[src/rtl/mdu_seq.sv]
// rtl/mdu_seq.sv - RV32M multi-cycle multiply/divide sequencer
// Purpose: runs shift-add multiply or restoring divide over XLEN cycles,
//          with divide-by-zero and signed-overflow results resolved on capture.
// Ports:
//   clk, reset      clock, synchronous active-high reset
//   start, funct3   M-extension request from EX and its operation select
//   a, b            rs1/rs2 operands, sampled only on capture
//   flush           aborts the current operation
//   stall           start & ~done, freezes the front of the pipeline
//   busy, done      iterating / result-valid pulse
//   result          registered result, held until the next capture
module mdu_seq #(
  parameter int XLEN = 32
) (
  input  logic            clk,
  input  logic            reset,
  input  logic            start,
  input  logic [2:0]      funct3,
  input  logic [XLEN-1:0] a,
  input  logic [XLEN-1:0] b,
  input  logic            flush,
  output logic            stall,
  output logic            busy,
  output logic            done,
  output logic [XLEN-1:0] result
);

  localparam int CW = $clog2(XLEN);
  localparam logic [CW-1:0]   CNT_INIT = CW'(XLEN - 1);
  localparam logic [XLEN-1:0] MIN_NEG  = {1'b1, {(XLEN-1){1'b0}}};

  localparam logic [1:0] S_IDLE = 2'd0;
  localparam logic [1:0] S_MUL  = 2'd1;
  localparam logic [1:0] S_DIV  = 2'd2;
  localparam logic [1:0] S_DONE = 2'd3;

  logic [1:0]        state_q, state_d;
  logic [CW-1:0]     cnt_q, cnt_d;
  logic [2:0]        f3_q, f3_d;
  logic              a_neg_q, a_neg_d;
  logic              b_neg_q, b_neg_d;
  // MUL: {partial high, multiplier shifting out}. DIV: {remainder, dividend/quotient}.
  logic [2*XLEN-1:0] acc_q, acc_d;
  // MUL: multiplicand. DIV: divisor.
  logic [XLEN-1:0]   opb_q, opb_d;
  logic [XLEN-1:0]   result_q, result_d;

  logic              a_signed, b_signed, a_neg_c, b_neg_c;
  logic [XLEN-1:0]   abs_a, abs_b;
  logic              div_zero, div_ovf;
  logic [XLEN-1:0]   fast_res;
  logic [XLEN:0]     mul_sum;
  logic [2*XLEN-1:0] mul_next, mul_fix;
  logic [XLEN:0]     div_shift, div_diff;
  logic              div_ge;
  logic [2*XLEN-1:0] div_next;
  logic [XLEN-1:0]   quo_fix, rem_fix;

  // MUL low half is sign-agnostic, so flagging a as signed there is harmless.
  assign a_signed = ~funct3[2] ? (funct3[1:0] != 2'b11) : ~funct3[0];
  assign b_signed = ~funct3[2] ? (funct3[1:0] == 2'b01) : ~funct3[0];
  assign a_neg_c  = a_signed & a[XLEN-1];
  assign b_neg_c  = b_signed & b[XLEN-1];
  assign abs_a    = a_neg_c ? -a : a;
  assign abs_b    = b_neg_c ? -b : b;

  assign div_zero = (b == '0);
  assign div_ovf  = ~funct3[0] & (a == MIN_NEG) & (b == '1);
  always_comb begin
    fast_res = '0;
    if (div_zero) fast_res = funct3[1] ? a : '1;
    else          fast_res = funct3[1] ? '0 : MIN_NEG;
  end

  // Add multiplicand into the high half when the current multiplier bit is set,
  // then shift the whole accumulator right by one.
  assign mul_sum  = {1'b0, acc_q[2*XLEN-1:XLEN]} + (acc_q[0] ? {1'b0, opb_q} : '0);
  assign mul_next = {mul_sum, acc_q[XLEN-1:1]};
  assign mul_fix  = (a_neg_q ^ b_neg_q) ? -mul_next : mul_next;

  // Shift the next dividend bit into the remainder and subtract if it fits.
  assign div_shift = {acc_q[2*XLEN-1:XLEN], acc_q[XLEN-1]};
  assign div_diff  = div_shift - {1'b0, opb_q};
  assign div_ge    = ~div_diff[XLEN];
  assign div_next  = {(div_ge ? div_diff[XLEN-1:0] : div_shift[XLEN-1:0]),
                      acc_q[XLEN-2:0], div_ge};
  assign quo_fix   = (a_neg_q ^ b_neg_q) ? -div_next[XLEN-1:0] : div_next[XLEN-1:0];
  assign rem_fix   = a_neg_q ? -div_next[2*XLEN-1:XLEN] : div_next[2*XLEN-1:XLEN];

  always_comb begin
    state_d  = state_q;
    cnt_d    = cnt_q;
    f3_d     = f3_q;
    a_neg_d  = a_neg_q;
    b_neg_d  = b_neg_q;
    acc_d    = acc_q;
    opb_d    = opb_q;
    result_d = result_q;
    if (flush) begin
      state_d = S_IDLE;
    end else begin
      case (state_q)
        S_IDLE: begin
          if (start) begin
            f3_d    = funct3;
            a_neg_d = a_neg_c;
            b_neg_d = b_neg_c;
            cnt_d   = CNT_INIT;
            if (funct3[2] && (div_zero || div_ovf)) begin
              state_d  = S_DONE;
              result_d = fast_res;
            end else if (funct3[2]) begin
              state_d = S_DIV;
              acc_d   = {{XLEN{1'b0}}, abs_a};
              opb_d   = abs_b;
            end else begin
              state_d = S_MUL;
              acc_d   = {{XLEN{1'b0}}, abs_b};
              opb_d   = abs_a;
            end
          end
        end
        S_MUL: begin
          acc_d = mul_next;
          if (cnt_q == '0) begin
            state_d  = S_DONE;
            result_d = (f3_q == 3'b000) ? mul_fix[XLEN-1:0] : mul_fix[2*XLEN-1:XLEN];
          end else begin
            cnt_d = cnt_q - 1'b1;
          end
        end
        S_DIV: begin
          acc_d = div_next;
          if (cnt_q == '0) begin
            state_d  = S_DONE;
            result_d = f3_q[1] ? rem_fix : quo_fix;
          end else begin
            cnt_d = cnt_q - 1'b1;
          end
        end
        default: state_d = S_IDLE;
      endcase
    end
  end

  always_ff @(posedge clk) begin
    if (reset) begin
      state_q  <= S_IDLE;
      cnt_q    <= '0;
      f3_q     <= '0;
      a_neg_q  <= 1'b0;
      b_neg_q  <= 1'b0;
      acc_q    <= '0;
      opb_q    <= '0;
      result_q <= '0;
    end else begin
      state_q  <= state_d;
      cnt_q    <= cnt_d;
      f3_q     <= f3_d;
      a_neg_q  <= a_neg_d;
      b_neg_q  <= b_neg_d;
      acc_q    <= acc_d;
      opb_q    <= opb_d;
      result_q <= result_d;
    end
  end

  assign busy   = (state_q == S_MUL) || (state_q == S_DIV);
  assign done   = (state_q == S_DONE);
  assign stall  = start & ~done;
  assign result = result_q;

endmodule
[config.mk]
export PLATFORM = sky130hd
export DESIGN_NAME = mdu_seq
export DESIGN_NICKNAME = d
export VERILOG_FILES = /design/src/rtl/mdu_seq.sv
export SDC_FILE = /design/constraint.sdc
export NUM_CORES = 1
export LEC_CHECK = 0
export ABC_AREA = 1
export BUFFER_PORTS_ARGS = -buffer_cell sky130_fd_sc_hd__buf_2
export CORE_UTILIZATION = 40
export CTS_CLUSTER_SIZE = 30
export DETAILED_ROUTE_END_ITERATION = 6
export GPL_TIMING_DRIVEN = 0
export PLACE_DENSITY_LB_ADDON = 0.25
export RECOVER_POWER = 25
export SLEW_MARGIN = 20
export SYNTH_ARGS = -nofsm -noshare
export SYNTH_HDL_FRONTEND = slang
export SYNTH_SLANG_ARGS = --single-unit
[constraint.sdc]
create_clock -name clk -period 4.36 [get_ports clk]
set_input_delay 0.436 -clock clk [delete_from_list [all_inputs] [get_ports clk]]
set_output_delay 0.436 -clock clk [all_outputs]
set_load 0.005 [all_outputs]
==> flow_summary.rst <==
.. list-table::
   :header-rows: 1

   * - Metric
     - Value
   * - Synth warn
     - 0
   * - Power Dens Cells
     - 267 nW/um^2
   * - Average size of a mapped cell
     - 5.56 um^2
   * - Worst-case setup margin in the final layout
     - 0.0734 ns
   * - Clock Skew
     - 0.0149 ns
   * - Die Outline Area
     - 45900 um^2
   * - Final count of hold timing violations
     - 0
   * - Number of placement rows
     - 77
   * - Fraction of registers with async set or reset after synthesis
     - 0%
   * - Fin. max-slew vios
     - 0
   * - Largest fanout of any net on the critical path
     - 10
   * - Total number of H-tree levels
     - 4
   * - Crit Path Class
     - flop to flop
   * - CP endpoint kind
     - flop
   * - First-pass iteration count of the detailed router
     - 7
   * - Via-per-instance ratio
     - 5.86
   * - Antenna violations before repair
     - 1
   * - Area leader, netlist
     - nand2_1
   * - Number of top-level pins
     - 106
   * - Worst IR drop on VDD
     - 0.302 mV
   * - Synth Net Count
     - 3389
   * - Number of nets at the end of the flow
     - 3517
   * - Post-cts hold buffer count
     - 0
   * - Shortest clock period the worst path allows after layout
     - 4.29 ns
   * - Signed area change from the synthesized netlist to the final layout
     - 12.1%
   * - Unrepaired setup endpoints after global routing
     - false
   * - TritonCTS clock tree
     - done
   * - First-pass GRT wire length
     - 135000 um
   * - Final setup viols
     - 0
   * - Pre-CTS worst setup slack
     - -0.671 ns
   * - Via count of the first global-routing pass
     - 21200
   * - Top layer used by detailed routing
     - met5
   * - Die extent in y
     - 214 um
   * - Data required, critical path
     - 4.70 ns
   * - Sink Count
     - 140
   * - Most common library cells after synthesis
     - 910 x nand2_1, 425 x inv_1, 367 x nor2_1
   * - DR DRC count
     - 0
   * - Predominant post-synthesis flop cell
     - dfxtp_1
   * - Routed length on met3
     - 11000 um
   * - Count of filler cells inserted in the layout
     - 5111
   * - LEAKAGE
     - 9.78 nW
   * - Overall Global Routing Usage
     - 39.5%
   * - Cells taking the most area after synthesis
     - nand2_1 19%, dfxtp_1 16%, inv_1 8.9%
   * - DP HPWL
     - 76100 um
   * - Buffer type at the clock tree root
     - clkbuf_16
   * - Transition at the pin with the smallest max-transition slack
     - 1.10 ns
   * - Placer's final routability congestion estimate
     - 1.14
   * - Routed length on met1
     - 36600 um
   * - Area of the multi-input gates
     - 13300 um^2
   * - Fraction of the cycle the final worst path needs
     - 98.3%
   * - Sequential cell area
     - 2810 um^2
   * - Total Routed Length
     - 92400 um
   * - Maximum number of pins on one net before global-route repair
     - 17
   * - Metal2 WL
     - 38400 um
   * - Mapped Area
     - 18000 um^2
   * - Effective utilization at floorplan
     - 40.6%
   * - Synth Register Bits
     - 140
   * - Core area
     - 44300 um^2
   * - Area share of the largest cell type after synthesis
     - 19.0%
   * - Peak Freq
     - 233 MHz
   * - Buffer depth of the longest clock path
     - 2
   * - Result of the run
     - finished clean
   * - Top-count cell post-synth
     - nand2_1
   * - Count of flip-flops with a built-in enable after synthesis
     - 0
   * - Routed wire length per instance
     - 23.3 um
   * - Final-layout worst hold slack
     - 0.249 ns
   * - Chip width
     - 214 um
   * - Iteration-0 DRC Markers
     - 3059
   * - Max-Cap Viols
     - 0
   * - Data arrival time of the critical path
     - 4.63 ns
   * - HP Class
     - input pin to flop
   * - Share of the yosys chip area belonging to registers
     - 15.6%
   * - Remaining max-slew budget at the tightest pin
     - 26.6%
   * - CTS buffer count
     - 17
   * - Total via count after detailed routing
     - 23300
   * - Later-pin clock latency in the skew report
     - 0.49 ns
   * - Number of diodes added for antenna fixing
     - 0
   * - Number of input and output port buffers inserted
     - 104
   * - GRT Residual Overflow
     - 0
   * - Category of the worst setup path launch point
     - flop
   * - Share of post-route cells with drive strength above 1
     - 9.41%
   * - Cell count after synthesis
     - 3240
   * - Antenna viol nets, final
     - 0
   * - Worst-path clk slew
     - 0.08 ns
   * - Number of library cell types mapped by synthesis
     - 64
[what timing repair did]
| action | 4_1_cts | 5_1_grt |
|---|---|---|
| setup endpoints to repair | 27 | 26 |
| pin swaps | 0 | 9 |
| setup buffers | 0 | 6 |
| resized for setup | 32 | 61 |
[power breakdown]
part / internal [W] / leakage [nW] / switching (W)
combinational: 0.000660 / 8.37 / 0.00178
clock: 0.000792 / 0.258 / 0.000702
sequential: 0.00135 / 1.14 / 0.000117
total: 0.00280 / 9.78 / 0.00259
[cells by family (layout without fill, tap and decap cells)]
kind of cell,Yosys count,in the layout,share of synthesized area [%]
and+or+nand+nor,1724,1724,41.1
AOI/OAI and AO/OA,633,633,20.8
buffers and inverters,565,706,12.1
DFF,140,140,15.6
xor gates and xnor gates,100,100,4.86
adders and majority gates,78,78,5.50
[registers in the layout (all words and copies together), names as in the netlist]
name,cells
cnt_q,5
acc_q,64
result,32
f3_q,3
state_q,2
a_neg_q,1
opb_q,32
b_neg_q,1
[routing by layer]
metal	global-route usage, %	vias to the layer above
met1	50.2	10600
met2	59.3	1431
met5	0	-
met4	25.1	2
met3	10.1	306
li1	-	10900
[area by class of cell]
cell class | count | share of cell area [%]
clock inverter | 14 | 0.669
timing repair buffer | 111 | 2.78
buffer | 126 | 2.76
multi-input combinational | 2535 | 66.0
inverter | 437 | 8.12
clock buffer | 18 | 2.13
tap | 592 | 3.67
sequential | 140 | 13.9
[metrics by stage]
step                      power (W)  area, um^2  setup TNS (ns)  std cells  util, %
final                       0.00539       20200               0       3973     45.6
after global routing        0.00560       20200               0       3973     45.6
after CTS                   0.00522       20000               0       3968     45.0
after detailed placement    0.00374       19300          -12.86       3937     43.5
after global placement      0.00375       19300          -13.61       3936     43.5
after floorplan             0.00289       18000               0       3240        -
[final timing paths]
path                                 start         end  slack, ns  depth (start not counted)
worst max register to register   opb_q[29]  result[31]       0.07                         25
worst min register to register  result[28]  result[28]       0.47                          2
worst min-delay path                 flush  state_q[0]       0.25                          4
worst max-delay path             opb_q[29]  result[31]       0.07                         25
[cell usage in the layout (no fill, tap or decap), drive strengths merged, types with 7 or more instances in the layout]
| master | synthesis | routed |
|---|---|---|
| nand2 | 952 | 952 |
| inv | 432 | 437 |
| nor2 | 383 | 383 |
| a21oi | 258 | 258 |
| nand3 | 245 | 245 |
| o21ai | 176 | 176 |
| dfxtp | 140 | 140 |
| clkbuf | 103 | 129 |
| buf | 25 | 126 |
| ha | 76 | 76 |
| xor2 | 68 | 68 |
| nand4 | 51 | 51 |
| nor3 | 48 | 48 |
| o22ai | 47 | 47 |
| o221ai | 43 | 43 |
| a31oi | 34 | 34 |
| xnor2 | 32 | 32 |
| o211ai | 27 | 27 |
| nand3b | 18 | 18 |
| or2 | 12 | 12 |
| o2111ai | 10 | 10 |
| o21bai | 9 | 9 |
| nor4 | 8 | 8 |
| a21o | 7 | 7 |
| clkinv | 5 | 7 |
[worst max-delay path, cell delays in order (launching register included)]
cell     delay [ns]
dfxtp_1        0.60
inv_1          0.09
ha_1           0.39
nand2_1        0.13
nor2_1         0.16
and2_1         0.25
and2_4         0.19
nand2_4        0.08
nand2_4        0.09
nand2_4        0.08
nand2_8        0.12
buf_12         0.18
buf_6          0.22
nand3_1        0.24
nand2_1        0.19
nor2_1         0.06
nand2_1        0.06
nor2_1         0.06
nand2_1        0.07
nand2_1        0.06
nand3_1        0.12
nand3_1        0.21
nand2_1        0.17
nand2_1        0.14
nand2_1        0.13
a21oi_2        0.06
No activity file was read; power rests on OpenSTA's default activity.
